--- src/rtl/gray_frame_ctrl_if.sv ---
// Sensor-side and capture-side signal bundle for gray_frame_ctrl.
// The master drives the sensor inputs and receives the accepted pixel stream.
interface gray_frame_ctrl_if;
    logic        iFVAL;
    logic        iLVAL;
    logic [11:0] iDATA;
    logic        iSTART;
    logic        iSTOP;
    logic [11:0] oDATA;
    logic        oDVAL;
    logic [10:0] oX_Cont;
    logic [10:0] oY_Cont;
    logic        oBUSY;
    logic        oFRAME_DONE;
    logic        oFRAME_ERR;
    logic [15:0] oFrame_Cont;

    modport master (
        output iFVAL, iLVAL, iDATA, iSTART, iSTOP,
        input  oDATA, oDVAL, oX_Cont, oY_Cont, oBUSY, oFRAME_DONE, oFRAME_ERR, oFrame_Cont
    );

    modport slave (
        input  iFVAL, iLVAL, iDATA, iSTART, iSTOP,
        output oDATA, oDVAL, oX_Cont, oY_Cont, oBUSY, oFRAME_DONE, oFRAME_ERR, oFrame_Cont
    );
endinterface

--- src/rtl/gray_frame_ctrl.sv ---
// Frame capture controller: arms on iSTART, captures one H_ACTIVE x V_ACTIVE frame from the sensor.
// Define GRAY_FRAME_CTRL_CONTINUOUS_EN to re-arm after each frame until iSTOP is seen.
module gray_frame_ctrl #(
    parameter int H_ACTIVE = 1280,
    parameter int V_ACTIVE = 960
) (
    input logic              iCLK,
    input logic              iRST,
    gray_frame_ctrl_if.slave bus
);

    localparam logic [1:0] IDLE      = 2'd0;
    localparam logic [1:0] ARM       = 2'd1;
    localparam logic [1:0] CAPTURE   = 2'd2;
    localparam logic [1:0] FRAME_END = 2'd3;

    localparam logic [10:0] LINE_LEN = 11'(H_ACTIVE);
    localparam logic [10:0] LAST_ROW = 11'(V_ACTIVE - 1);

    logic [1:0]  state;
    logic [10:0] xCnt;
    logic [10:0] yCnt;
    logic        prevFval;
    logic        prevLval;
    logic        stopPending;

    logic pixelIn;
    logic lineEnd;
    logic lastRowEnd;
    logic fvalRise;
    logic fvalFall;

    // A line only counts as finished if it delivered at least one pixel.
    assign pixelIn    = bus.iFVAL & bus.iLVAL & (xCnt < LINE_LEN);
    assign lineEnd    = prevLval & ~bus.iLVAL & (xCnt != 11'd0);
    assign lastRowEnd = lineEnd & (yCnt == LAST_ROW);
    assign fvalRise   = bus.iFVAL & ~prevFval;
    assign fvalFall   = prevFval & ~bus.iFVAL;

    assign bus.oBUSY = (state != IDLE);

    always_ff @(posedge iCLK) begin
        // NOTE: non-blocking assignments so every register samples pre-edge values.
        if (iRST) begin
            state           <= IDLE;
            xCnt            <= '0;
            yCnt            <= '0;
            prevFval        <= 1'b0;
            prevLval        <= 1'b0;
            stopPending     <= 1'b0;
            bus.oDATA       <= '0;
            bus.oDVAL       <= 1'b0;
            bus.oX_Cont     <= '0;
            bus.oY_Cont     <= '0;
            bus.oFRAME_DONE <= 1'b0;
            bus.oFRAME_ERR  <= 1'b0;
            bus.oFrame_Cont <= '0;
        end else begin
            prevFval        <= bus.iFVAL;
            prevLval        <= bus.iLVAL;
            bus.oDVAL       <= 1'b0;
            bus.oFRAME_DONE <= 1'b0;

            case (state)
                IDLE: begin
                    if (bus.iSTART && !bus.iSTOP) begin
                        state          <= ARM;
                        bus.oFRAME_ERR <= 1'b0;
                    end
                end

                // Waiting for a fresh frame start; a frame already running is skipped.
                ARM: begin
                    if (bus.iSTOP) begin
                        state <= IDLE;
                    end else if (fvalRise) begin
                        state <= CAPTURE;
                        xCnt  <= '0;
                        yCnt  <= '0;
                    end
                end

                CAPTURE: begin
                    if (bus.iSTOP) stopPending <= 1'b1;

                    if (pixelIn) begin
                        bus.oDATA   <= bus.iDATA;
                        bus.oDVAL   <= 1'b1;
                        bus.oX_Cont <= xCnt;
                        bus.oY_Cont <= yCnt;
                        xCnt        <= xCnt + 11'd1;
                    end

                    if (lineEnd) begin
                        xCnt <= '0;
                        yCnt <= yCnt + 11'd1;
                    end

                    // Completing the last row wins over a coincident iFVAL drop.
                    if (lastRowEnd || fvalFall) begin
                        state           <= FRAME_END;
                        bus.oFRAME_DONE <= 1'b1;
                        bus.oFrame_Cont <= bus.oFrame_Cont + 16'd1;
                        if (!lastRowEnd) bus.oFRAME_ERR <= 1'b1;
                    end
                end

                FRAME_END: begin
                    stopPending <= 1'b0;
`ifdef GRAY_FRAME_CTRL_CONTINUOUS_EN
                    state <= stopPending ? IDLE : ARM;
`else
                    state <= IDLE;
`endif
                end

                default: state <= IDLE;
            endcase
        end
    end

endmodule

--- src/flat_wrapper.sv ---
// flat-port wrapper written by rule: the top's interface ports become plain ports
module gray_frame_ctrl_flat 
#(
    parameter int H_ACTIVE = 1280,
    parameter int V_ACTIVE = 960
)
  (iCLK, iRST, bus_iFVAL, bus_iLVAL, bus_iDATA, bus_iSTART, bus_iSTOP, bus_oDATA, bus_oDVAL, bus_oX_Cont, bus_oY_Cont, bus_oBUSY, bus_oFRAME_DONE, bus_oFRAME_ERR, bus_oFrame_Cont);
  gray_frame_ctrl_if bus_i ();
  input logic iCLK;
  input logic iRST;
  input wire logic [$bits(bus_i.iFVAL)-1:0] bus_iFVAL;
  input wire logic [$bits(bus_i.iLVAL)-1:0] bus_iLVAL;
  input wire logic [$bits(bus_i.iDATA)-1:0] bus_iDATA;
  input wire logic [$bits(bus_i.iSTART)-1:0] bus_iSTART;
  input wire logic [$bits(bus_i.iSTOP)-1:0] bus_iSTOP;
  output wire logic [$bits(bus_i.oDATA)-1:0] bus_oDATA;
  output wire logic [$bits(bus_i.oDVAL)-1:0] bus_oDVAL;
  output wire logic [$bits(bus_i.oX_Cont)-1:0] bus_oX_Cont;
  output wire logic [$bits(bus_i.oY_Cont)-1:0] bus_oY_Cont;
  output wire logic [$bits(bus_i.oBUSY)-1:0] bus_oBUSY;
  output wire logic [$bits(bus_i.oFRAME_DONE)-1:0] bus_oFRAME_DONE;
  output wire logic [$bits(bus_i.oFRAME_ERR)-1:0] bus_oFRAME_ERR;
  output wire logic [$bits(bus_i.oFrame_Cont)-1:0] bus_oFrame_Cont;
  assign bus_i.iFVAL = bus_iFVAL;
  assign bus_i.iLVAL = bus_iLVAL;
  assign bus_i.iDATA = bus_iDATA;
  assign bus_i.iSTART = bus_iSTART;
  assign bus_i.iSTOP = bus_iSTOP;
  assign bus_oDATA = bus_i.oDATA;
  assign bus_oDVAL = bus_i.oDVAL;
  assign bus_oX_Cont = bus_i.oX_Cont;
  assign bus_oY_Cont = bus_i.oY_Cont;
  assign bus_oBUSY = bus_i.oBUSY;
  assign bus_oFRAME_DONE = bus_i.oFRAME_DONE;
  assign bus_oFRAME_ERR = bus_i.oFRAME_ERR;
  assign bus_oFrame_Cont = bus_i.oFrame_Cont;
  gray_frame_ctrl #(.H_ACTIVE(H_ACTIVE), .V_ACTIVE(V_ACTIVE)) u_core (.iCLK(iCLK), .iRST(iRST), .bus(bus_i));
endmodule
--- config.mk ---
export PLATFORM = sky130hd
export DESIGN_NAME = gray_frame_ctrl_flat
export DESIGN_NICKNAME = d
export VERILOG_FILES = /design/src/rtl/gray_frame_ctrl_if.sv /design/src/rtl/gray_frame_ctrl.sv /design/src/flat_wrapper.sv
export SDC_FILE = /design/constraint.sdc
export NUM_CORES = 1
export LEC_CHECK = 0
export CORE_MARGIN = 2
export CORE_UTILIZATION = 55
export CTS_BUF_LIST = sky130_fd_sc_hd__clkbuf_8
export DETAILED_ROUTE_END_ITERATION = 16
export PLACE_DENSITY = 0.85
export REMOVE_ABC_BUFFERS = 1
export SLEW_MARGIN = 20
export SYNTH_ARGS = -nofsm -noshare
export SYNTH_HDL_FRONTEND = slang
export SYNTH_SLANG_ARGS = --single-unit
export TNS_END_PERCENT = 1
--- constraint.sdc ---
create_clock -name iCLK -period 4.2 [get_ports iCLK]
set_input_delay 0.84 -clock iCLK [delete_from_list [all_inputs] [get_ports iCLK]]
set_output_delay 0.84 -clock iCLK [all_outputs]
set_load 0.01 [all_outputs]
# ---- Yosys cells after proc, flatten, opt, wreduce, memory -nomap -nowiden
# Cells that the tools add are included.
dict set report word_totals {
  elab_cells 72
  regBits 79
  in_bits 18
  output_inout_bits 54
}
dict set report classes {
  bitwise 11
  reduce_logical 15
  n_lt_le_gt_ge 1
  eq_ne 12
  mux 18
  add_sub_neg 3
}
# operator n
set op_table {}
lappend op_table {{11-bit 2-to-1 mux} 5}
lappend op_table {{11-bit one-hot mux with 2 select lines} 2}
lappend op_table {{11-bit by 1-bit adder with 11-bit output, second input constant} 2}
lappend op_table {{16-bit by 1-bit adder with 16-bit output, second input constant} 1}
lappend op_table {{4-bit AND reduction} 3}
lappend op_table {{11-bit by 10-bit == test with 1-bit output, second input constant} 1}
lappend op_table {{11-bit less-than comparator, second input constant} 1}
lappend op_table {{11-bit nonzero test} 1}
lappend op_table {{2-bit 2-to-1 mux} 4}
lappend op_table {{2-bit by 1-bit != test with 1-bit output, second input constant} 4}
lappend op_table {{2-bit one-hot mux with 4 select lines} 1}
lappend op_table {{1-bit bitwise AND} 7}
lappend op_table {{2-bit nonzero test} 3}
lappend op_table {{1-bit 2-to-1 mux} 5}
lappend op_table {{2-bit == test, second input constant} 2}
lappend op_table {{2-bit != test, second input constant} 2}
lappend op_table {{1-bit NOT} 4}
lappend op_table {{2-bit AND reduction} 2}
lappend op_table {{3-bit by 1-bit != test with 1-bit output, second input constant} 1}
lappend op_table {{3-bit by 2-bit != test with 1-bit output, second input constant} 1}
lappend op_table {{3-bit AND reduction} 1}
lappend op_table {{2-bit by 1-bit == test with 1-bit output, second input constant} 1}
lappend op_table {{2-bit logical NOT} 1}
lappend op_table {{1-bit one-hot mux with 2 select lines} 1}
lappend op_table {{4 further kinds} 4}

# ---- Depth between registers and ports, before layout
# Gate-level depths: netlist of the first run.
dict set report logic_depth {
  ltp_word 7
  mapped_depth 9
  mapped_depth_nobuf 7
}

# ---- Worst setup path before layout of the first run
# Ideal clock, no wire load.
dict set report synth_path {
  path_kind {input -> register}
  startpoint {in bus_iLVAL}
  endpoint {reg u_core.bus.oFrame_Cont[11]}
  setup_time_ns 0.132
  slack_ns 2.067
  cell_stages 6
  n_path_buf 2
  t_required_ns 4.068
  arrival_time_ns 2.001
  path_cell_list {a311oi_4 -> a21oi_2 -> buf_2 -> buf_2 -> o31ai_1 -> a21oi_1}
}
dict set report synth_via {
  elab_chain_cells 6
}
# element line_no
set synth_rtl {}
lappend synth_rtl {{start: declaration} flat_wrapper.sv:12} ;# input wire logic [$bits(bus_i.iLVAL)-1:0] bus_iLVAL;
lappend synth_rtl {{1-bit NOT} gray_frame_ctrl.sv:35} ;# assign lineEnd = prevLval & ~bus.iLVAL & (xCnt != 11'd0);
lappend synth_rtl {{1-bit bitwise AND (2 in a row)} gray_frame_ctrl.sv:35}
lappend synth_rtl {{1-bit bitwise AND} gray_frame_ctrl.sv:36} ;# assign lastRowEnd = lineEnd & (yCnt == LAST_ROW);
lappend synth_rtl {{1-bit logical OR} gray_frame_ctrl.sv:100} ;# if (lastRowEnd || fvalFall) begin
lappend synth_rtl {{2-bit AND reduction (no line)} n/a}
lappend synth_rtl {{end signal: assignment} gray_frame_ctrl.sv:103} ;# bus.oFrame_Cont <= bus.oFrame_Cont + 16'd1;
lappend synth_rtl {{end: declaration} gray_frame_ctrl_if.sv:25} ;# output oDATA, oDVAL, oX_Cont, oY_Cont, oBUSY, oFRAME_DONE, oFRAME_ERR, oFrame_Cont
# No other way between the ends.
# A chain may end at the register's enable or synchronous reset.

# ---- Final worst setup path of the first run
dict set report layout_path {
  startpoint {in bus_iFVAL}
  endpoint {reg u_core.xCnt[3]}
}
dict set report layout_via {
  elab_chain_cells 4
  word_cells_on_any_way 6
  cone_classes {eq/ne: 2; bitwise: 3; reduce/logical: 1}
}
# element line_no
set layout_rtl {}
lappend layout_rtl {{start: declaration} flat_wrapper.sv:11} ;# input wire logic [$bits(bus_i.iFVAL)-1:0] bus_iFVAL;
lappend layout_rtl {{1-bit bitwise AND (2 in a row)} gray_frame_ctrl.sv:34} ;# assign pixelIn = bus.iFVAL & bus.iLVAL & (xCnt < LINE_LEN);
lappend layout_rtl {{3-bit by 1-bit != test with 1-bit output (no line)} n/a}
lappend layout_rtl {{4-bit AND reduction (no line) (*)} n/a}
lappend layout_rtl {{end signal: assignment} gray_frame_ctrl.sv:91} ;# xCnt <= xCnt + 11'd1;
lappend layout_rtl {{end: declaration} gray_frame_ctrl.sv:21} ;# logic [10:0] xCnt;
# Every way passes the cells marked *; elsewhere a longest branch is shown, timed or not.

==> results.json, run 1 <==
{
  "slew_violations": 0,
  "core_um2": 5960,
  "max-slew-margin-rel_pct": 38.8,
  "fin_util_pct": 74.1,
  "fin_crit_sh_pct": 67.7,
  "viasPerCell": 5.69,
  "initial_utilization_pct": 57.3,
  "clock_skew_ns": 0.00807,
  "yosys.area.top_type_share_pct": 46.4,
  "tns_ns": 0,
  "clk_pin_slew_ns": 0.08,
  "rows": 28,
  "slowest_delay_ns": 0.72,
  "drv_cap": 0,
  "synth-edff-count": 0,
  "pwr_density_cell_nw_per_um2": 347,
  "die_area_um2": 6850,
  "cts_setup_buffers": 0,
  "cts_buffers": 9,
  "grt_pass1_vias": 2922,
  "cts_root_buffer": "clkbuf_8",
  "crit_family": "simple AND/OR/NAND/NOR gates",
  "antenna_found_initial": 0,
  "drcViolationCount": 0,
  "synth.distinct_cells": 46,
  "synth_cells": 411,
  "crit_chain": "clkdlybuf4s50_1 > nand4bb_1 > nor2_1 > o22ai_2 > or4_1 > nand2_1",
  "worst-path-buf-inv": 1,
  "cpMaxStageDelayCell": "nor2_1",
  "path_max_fanout": 14,
  "die_x_um": 82.8,
  "async_flop_share_pct": 0,
  "syn_area_um2": 3410,
  "timing.rr.end": "u_core.bus.oFrame_Cont[5]",
  "dp_hpwl_mm": 5.35,
  "crit_type": "in -> reg",
  "area_delta_synth_final_pct": 29.3,
  "hp-class": "reg -> reg",
  "post_drt_wl_per_cell_um": 14.4,
  "final-setup-viol-count": 0,
  "period_needed_ns": 2.84,
  "grt_max_degree": 64,
  "arrival_ns": 3.14,
  "synth-seq-cells": 79,
  "rsz0062_at_grt": "no",
  "leakage_uw": 0.00147,
  "die_h_um": 82.8,
  "dr.pass1.iters": 4,
  "synth_top_cells_by_count": "nand2_1, dfxtp_1, a21oi_1",
  "r2r_cells": 7,
  "synth_top_area_cell": "dfxtp_1",
  "worstReg2RegStart": "u_core.xCnt[0]",
  "stdcell_area_um2": 4410,
  "critPathCaptureType": "flip-flop",
  "wirelength_mm": 8.00,
  "tightestPinTransition_ns": 0.915,
  "status": "completed",
  "cts_hold_buf": 0,
  "layout.nets": 496,
  "clk_latency_ns": 0.35,
  "synthTopCellsByArea": "dfxtp_1, nand2_1, a21oi_1, nor2_1, xor2_1",
  "ios": 72,
  "r2r_setup_slack_ns": 1.67,
  "vias": 3151,
  "required_ns": 4.50,
  "dr.first_iter.drc_count": 191,
  "clock.fmax_mhz": 352,
  "hold_viol_final": 0,
  "path_depth": 6,
  "ir_drop_uv": 239,
  "synth_most_common_cell": "nand2_1",
  "cts_tree": "done",
  "antenna_left": 0,
  "antenna_cells": 0,
  "grt_pass1_wl_mm": 12.9,
  "ctsResizeCount": 0,
  "hold_end": "u_core.bus.oDATA[9]",
  "hold_start": "u_core.bus.oDATA[9]",
  "cp-start-kind": "input port",
  "ys_seq_area_share_pct": 46.4,
  "clockBufferDepth": 2,
  "synthFlopType": "dfxtp_1",
  "routabilityCongestion": 0.796,
  "synth.avg_cell_area_um2": 8.30,
  "layout-drive-gt1-share_pct": 6.26,
  "overflow": 0,
  "hold_depth": 2,
  "io_buffers": 71,
  "h-tree-depth": 3,
  "grtUsageTotal_pct": 24.2,
  "placed_cell_area_um2": 4150,
  "yosysWarnings": 0,
  "cts_sinks": 79
}
-- power breakdown --
| group | internal (µW) | leakage, µW | switching (µW) | total [µW] |
|---|---|---|---|---|
| combinational | 22.8 | 0.000701 | 28.4 | 51.2 |
| sequential | 751 | 0.000637 | 2.31 | 753 |
| clock | 452 | 0.000131 | 273 | 725 |
| total | 1220 | 0.00147 | 304 | 1530 |
-- cells by family (layout without fill, tap and decap cells) --
kind of cell | count (synthesis) | in the layout | synth area share [%]
AO/OA/AOI/OAI | 103 | 103 | 18.5
XOR/XNOR | 11 | 11 | 2.82
adder cells (fa/ha/maj) | 4 | 4 | 1.47
buffers and inverters | 30 | 98 | 3.45
flip-flops | 79 | 79 | 46.4
multiplexers | 1 | 1 | 0.293
AND/OR/NAND/NOR | 183 | 183 | 27.1
-- final cells by class --
type / instances / area [µm²]
Clock buffer: 9 / 124
Clock inverter: 7 / 136
Fill cell: 437 / 1540
Inverter: 7 / 26.3
Multi-Input combinational cell: 302 / 1710
Sequential cell: 79 / 1580
Tap cell: 75 / 93.8
Timing Repair Buffer: 75 / 736
-- sequential cells by signal, indices dropped and copies added (netlist names), named ones only --
register / flops
u_core.bus.oFrame_Cont: 16
u_core.bus.oDATA: 12
u_core.bus.oX_Cont: 11
u_core.bus.oY_Cont: 11
u_core.xCnt: 11
u_core.yCnt: 11
u_core.bus.oDVAL: 1
u_core.bus.oFRAME_DONE: 1
u_core.bus.oFRAME_ERR: 1
u_core.prevFval: 1
u_core.prevLval: 1
u_core.state: 1
-- metal layers --
metal / up-vias / track usage (%) / share of wire, %
li1: 1572 / - / -
met1: 1481 / 30.4 / 45
met2: 81 / 40.1 / 49
met3: 17 / 4.35 / 4.5
met4: 0 / 11.8 / 1.6
met5: - / 0 / 0
-- stage by stage --
step           instances  total power, µW  hold slack (ns)  setup WS (ns)
4_1_cts              554             1530            0.457           1.36
2_1_floorplan        388              786            0.446           1.50
3_3_place_gp         538              821            0.440           1.11
6_report             554             1530            0.457           1.36
3_5_place_dp         538              822            0.446           1.00
5_1_grt              554             1570            0.471           1.20
-- tightest hold or removal path, delay by kind of cell, from the launching register on --
kind               cells  cell delay, ns
AOI/OAI and AO/OA      1            0.05
DFF                    1            0.31
and+or+nand+nor        1            0.05
-- worst max path at each step --
stage	start	to
final	bus_iFVAL	u_core.xCnt[3]
after global routing	bus_iFVAL	u_core.xCnt[9]
after detailed placement	bus_iFVAL	u_core.xCnt[3]
after global placement	bus_iFVAL	u_core.xCnt[3]
after floorplan	bus_iFVAL	u_core.xCnt[8]
after CTS	bus_iFVAL	u_core.xCnt[3]
-- cell usage in the layout, fill, tap and decap left out, drive strengths merged, types with 2 or more instances in the layout --
master / count
or3: 11
a31oi: 2
or4: 9
bufinv: 4
buf: 5
nand2: 80
o21a: 2
or2: 3
nand4: 8
nor3: 2
ha: 4
o211ai: 4
o31ai: 7
nand3: 9
xor2: 11
o2111ai: 4
dfxtp: 79
and3: 4
a21oi: 60
inv: 8
nand4bb: 3
nor4b: 2
o21ai: 16
a311oi: 2
clkdlybuf4s50: 70
nor2: 33
and4: 5
and2: 4
nor2b: 5
clkbuf: 9
nor4: 2
(Power assumes the default switching activity.)
==> inputs of run 2 (changes only) <==
CORE_UTILIZATION = 53   (was 55)
PLACE_DENSITY = 0.83   (was 0.85)
clock period = 3 ns   (was 4.2 ns; I/O delays follow)
==> results.json, run 2 (synthesized netlist as in run 1, its figures left out) <==
{
  "multi_input_area_um2": 1710,
  "grt_pass1_vias": 2905,
  "die_x_um": 84.2,
  "viasPerCell": 5.60,
  "grt_max_degree": 64,
  "io_buffers": 71,
  "cpMaxStageDelayCell": "or4_1",
  "clock.fmax_mhz": 426,
  "max-slew-margin-rel_pct": 43.1,
  "final-setup-viol-count": 0,
  "clock_skew_ns": 0.00896,
  "wirelength_mm": 7.83,
  "antenna_cells": 0,
  "dr.pass1.iters": 4,
  "r2r_setup_slack_ns": 0.65,
  "p_int_uw": 1460,
  "tns_ns": 0,
  "slowest_delay_ns": 0.57,
  "antenna_left": 0,
  "crit_type": "reg -> reg",
  "cts_hold_buf": 0,
  "overflow": 0,
  "h-tree-depth": 3,
  "drv_cap": 0,
  "pwr_density_cell_nw_per_um2": 433,
  "die_h_um": 84.2,
  "cts_setup_buffers": 0,
  "antenna_found_initial": 0,
  "dr.first_iter.drc_count": 173,
  "reg_top3": "u_core.bus.oFrame_Cont (16), u_core.bus.oDATA (12)",
  "vias": 3125,
  "period_needed_ns": 2.35,
  "cp-start-kind": "flip-flop",
  "fin_crit_sh_pct": 78.3,
  "die_area_um2": 7090,
  "required_ns": 3.27,
  "layout.nets": 499,
  "power.net_switching_uw": 427,
  "slew_violations": 0,
  "p_sw_share_pct": 22.6,
  "dp_hpwl_mm": 5.39,
  "tightestPinTransition_ns": 0.853,
  "path_max_fanout": 25,
  "clkPwrFrac_pct": 40.3,
  "grt_pass1_wl_mm": 13.4,
  "largest_reg_flops": 16,
  "arrival_ns": 2.62,
  "rows": 29,
  "cts_sinks": 79,
  "rsz0062_at_grt": "no",
  "cts_root_buffer": "clkbuf_8",
  "ios": 72,
  "crit_chain": "ha_1 > nand3_1 > nor3_1 > a21oi_2 > or4_1 > a21oi_1",
  "leakage_uw": 0.00145,
  "area_delta_synth_final_pct": 27.9,
  "final_cell_mix": "nand2_1, dfxtp_1, clkdlybuf4s50_1",
  "clk_pin_slew_ns": 0.08,
  "clockBufferDepth": 2,
  "fin_util_pct": 69.5,
  "routabilityCongestion": 0.838,
  "ir_drop_uv": 332,
  "layout-drive-gt1-share_pct": 6.86,
  "clk_latency_ns": 0.35,
  "core_um2": 6280,
  "n_fill_cell": 510,
  "regArea_um2": 1580,
  "grtUsageTotal_pct": 22.6,
  "hp-class": "reg -> reg",
  "post_drt_wl_per_cell_um": 14.0,
  "status": "completed",
  "drcViolationCount": 0,
  "cts_tree": "done",
  "initial_utilization_pct": 54.3,
  "ctsResizeCount": 0,
  "final_common_cell": "nand2_1",
  "seqPwrFrac_pct": 55.9,
  "comb_power_share_pct": 3.8,
  "critPathCaptureType": "flip-flop",
  "cts_buffers": 9,
  "hold_viol_final": 0,
  "top_register": "u_core.bus.oFrame_Cont"
}
==> run 2: cell types whose count changed in the layout (fill, tap and decap cells not counted) <==
cell / before / now
bufinv_16: 4 / 1
clkinv_2: 1 / 3
inv_1: 8 / 7
clkinvlp_4: 1 / 0
clkinv_4: 0 / 2
buf_4: 4 / 7
==> run 2: area by class of cell <==
class	count	share of cell area [%]
timing repair buffer	78	17.4
clock inverter	6	1.43
inverter	7	0.602
clock buffer	9	2.84
multi-input combinational	302	39.3
tap	77	2.21
sequential	79	36.2
==> run 2: stage by stage <==
step           total power [µW]  hold slack (ns)  worst slack, ns  instance area [µm²]  std cells
6_report                   1890            0.455            0.651                 4360        558
5_1_grt                    1940            0.473            0.494                 4360        558
3_3_place_gp               1150            0.441            0.457                 4180        543
4_1_cts                    1900            0.457            0.656                 4360        558
3_5_place_dp               1150            0.446            0.412                 4180        543
2_1_floorplan              1100            0.446            0.537                 3320        388
==> run 2: power by group through the flow <==
stage / Clock, µW / Sequential (µW) / Combinational [µW]
3_3_place_gp: 0 / 1080 / 70.6
6_report: 761 / 1050 / 72.3
3_5_place_dp: 0 / 1080 / 72.2
4_1_cts: 770 / 1050 / 72.5
5_1_grt: 811 / 1060 / 79.0
2_1_floorplan: 0 / 1080 / 22.3
==> run 2: layer usage <==
metal | global-route usage (%) | wire length (µm)
met4 | 6.60 | 108
met2 | 37.7 | 3900
met3 | 5.41 | 311
met5 | 0 | 0
met1 | 29.1 | 3520
==> run 2: worst paths after layout <==
check | start | end | cells past startpoint
setup / recovery | u_core.yCnt[0] | u_core.bus.oFrame_Cont[5] | 6
hold / removal | u_core.bus.oDATA[3] | u_core.bus.oDATA[3] | 2
setup reg to reg | u_core.yCnt[0] | u_core.bus.oFrame_Cont[5] | 6
hold reg to reg | u_core.bus.oDATA[3] | u_core.bus.oDATA[3] | 2
==> run 2: worst max-delay path, delay by kind of cell (launching register included) <==
family / cells / cell delay [ns]
compound gates: 2 / 0.50
fa+ha+maj: 1 / 0.22
flops: 1 / 0.41
simple gates: 3 / 1.15
==> inputs of run 3 (changes only) <==
clock period = 2.2 ns   (was 3 ns; I/O delays follow)
==> results.json, run 3 (synthesized netlist as in run 1, its figures left out) <==
{
  "wirelength_mm": 8.09,
  "largest_reg_flops": 16,
  "drcViolationCount": 0,
  "hold_start": "u_core.bus.oX_Cont[9]",
  "clkPwrFrac_pct": 42.6,
  "cp-start-kind": "flip-flop",
  "ios": 72,
  "ir_drop_uv": 397,
  "antenna_found_initial": 0,
  "hold_viol_final": 0,
  "cts_hold_buf": 0,
  "cpMaxStageDelayCell": "or4_1",
  "crit_type": "reg -> reg",
  "comb_power_share_pct": 4.1,
  "routabilityCongestion": 0.853,
  "die_area_um2": 7090,
  "antenna_left": 0,
  "grt_pass1_wl_mm": 14.1,
  "pwr_density_cell_nw_per_um2": 590,
  "dp_hpwl_mm": 5.66,
  "critPathLaunch": "u_core.yCnt[1]",
  "clock_skew_ns": 0.00704,
  "grt_pass1_vias": 3128,
  "area_delta_synth_final_pct": 34.1,
  "top_register": "u_core.bus.oFrame_Cont",
  "leakage_uw": 0.00156,
  "fin_crit_sh_pct": 93.6,
  "hold_depth": 2,
  "cts_buffers": 9,
  "arrival_ns": 2.34,
  "hp-class": "reg -> reg",
  "initial_utilization_pct": 54.3,
  "critPathCaptureType": "flip-flop",
  "slew_violations": 0,
  "dr.pass1.iters": 4,
  "tightestPinTransition_ns": 0.649,
  "p_int_uw": 2140,
  "p_sw_share_pct": 20.6,
  "die_h_um": 84.2,
  "viasPerCell": 5.63,
  "dr.first_iter.drc_count": 205,
  "clockBufferDepth": 2,
  "placed_cell_area_um2": 4350,
  "clk_pin_slew_ns": 0.08,
  "crit_chain": "ha_2 > nand3_1 > nor3_2 > buf_4 > a21oi_2 > buf_12 > or4_1 > a21oi_1",
  "required_ns": 2.48,
  "cts_tree": "done",
  "reg_top3": "u_core.bus.oFrame_Cont (16), u_core.bus.oDATA (12)",
  "rsz0062_at_grt": "no",
  "stdcell_area_um2": 4570,
  "grtUsageTotal_pct": 24.0,
  "layout.nets": 516,
  "layout-drive-gt1-share_pct": 10.4,
  "overflow": 0,
  "clock.fmax_mhz": 485,
  "h-tree-depth": 3,
  "worstReg2RegStart": "u_core.yCnt[1]",
  "final-setup-viol-count": 0,
  "grt_max_degree": 64,
  "rows": 29,
  "post_drt_wl_per_cell_um": 14.1,
  "max-slew-margin-rel_pct": 56.7,
  "io_buffers": 71,
  "cts_root_buffer": "clkbuf_8",
  "fin_util_pct": 72.9,
  "path_max_fanout": 23,
  "power.net_switching_uw": 556,
  "clk_latency_ns": 0.34,
  "die_x_um": 84.2,
  "drv_cap": 0,
  "period_needed_ns": 2.06,
  "seqPwrFrac_pct": 53.3,
  "r2r_cells": 8,
  "status": "completed",
  "final_common_cell": "nand2_1",
  "core_um2": 6280,
  "slowest_delay_ns": 0.50,
  "final_cell_mix": "nand2_1, dfxtp_1, clkdlybuf4s50_1",
  "antenna_cells": 0,
  "vias": 3237,
  "whs_ns": 0.453,
  "cts_sinks": 79
}
[run 3: cell types whose count changed in the layout (fill, tap and decap cells not counted), sizes merged]
cell,change
clkbuf,+1
inv,+1
clkinv,-3
buf,+17
bufinv,+1
[run 3: final cells by class]
| cell class | count | area (µm²) |
|---|---|---|
| Tap cell | 77 | 96.3 |
| Clock buffer | 10 | 138 |
| Timing Repair Buffer | 95 | 936 |
| Sequential cell | 79 | 1580 |
| Inverter | 7 | 26.3 |
| Clock inverter | 5 | 73.8 |
| Multi-Input combinational cell | 302 | 1720 |
| Fill cell | 496 | 1700 |
[run 3: what timing repair did]
item                       4_1_cts  5_1_grt
gates resized for setup          0        3
buffers inserted                 0        0
setup endpoints to repair        0        8
hold endpoints to repair         0        0
[run 3: power by group through the flow]
stage | clock (µW) | combinational (µW) | sequential [µW]
floorplan | 0 | 30.4 | 1470
CTS | 1160 | 109 | 1440
finish | 1150 | 109 | 1440
detailed placement | 0 | 109 | 1470
global route | 1220 | 119 | 1440
global placement | 0 | 106 | 1470
[run 3: worst paths after layout]
kind	slack, ns	endpoint
max reg2reg	0.14	u_core.bus.oFrame_Cont[9]
min reg2reg	0.45	u_core.bus.oX_Cont[9]
min	0.45	u_core.bus.oX_Cont[9]
max	0.14	u_core.bus.oFrame_Cont[9]
[run 3: through the flow]
step	setup WS, ns	setup TNS [ns]	std cells	total power [µW]
4_1_cts	0.0347	0	575	2710
5_1_grt	0.00208	0	575	2780
6_report	0.140	0	575	2700
3_3_place_gp	0.00226	0	560	1580
3_5_place_dp	-0.0321	-0.149	560	1580
2_1_floorplan	-0.117	-2.19	388	1500
[run 3: critical path, delay by kind of cell, from the launching register on]
kind                     cells  cell delay (ns)
AO/OA/AOI/OAI                2             0.22
flip-flops                   1             0.37
buffers and inverters        2             0.32
AND/OR/NAND/NOR              3             0.87
adder cells (fa/ha/maj)      1             0.21
[run 3: routing by layer]
metal | global-route usage [%] | vias to the layer above | wire (µm)
met2 | 40.8 | 66 | 4020
li1 | - | 1620 | -
met3 | 4.03 | 21 | 347
met1 | 29.6 | 1530 | 3520
met5 | 0 | - | 0
met4 | 11.7 | 0 | 202
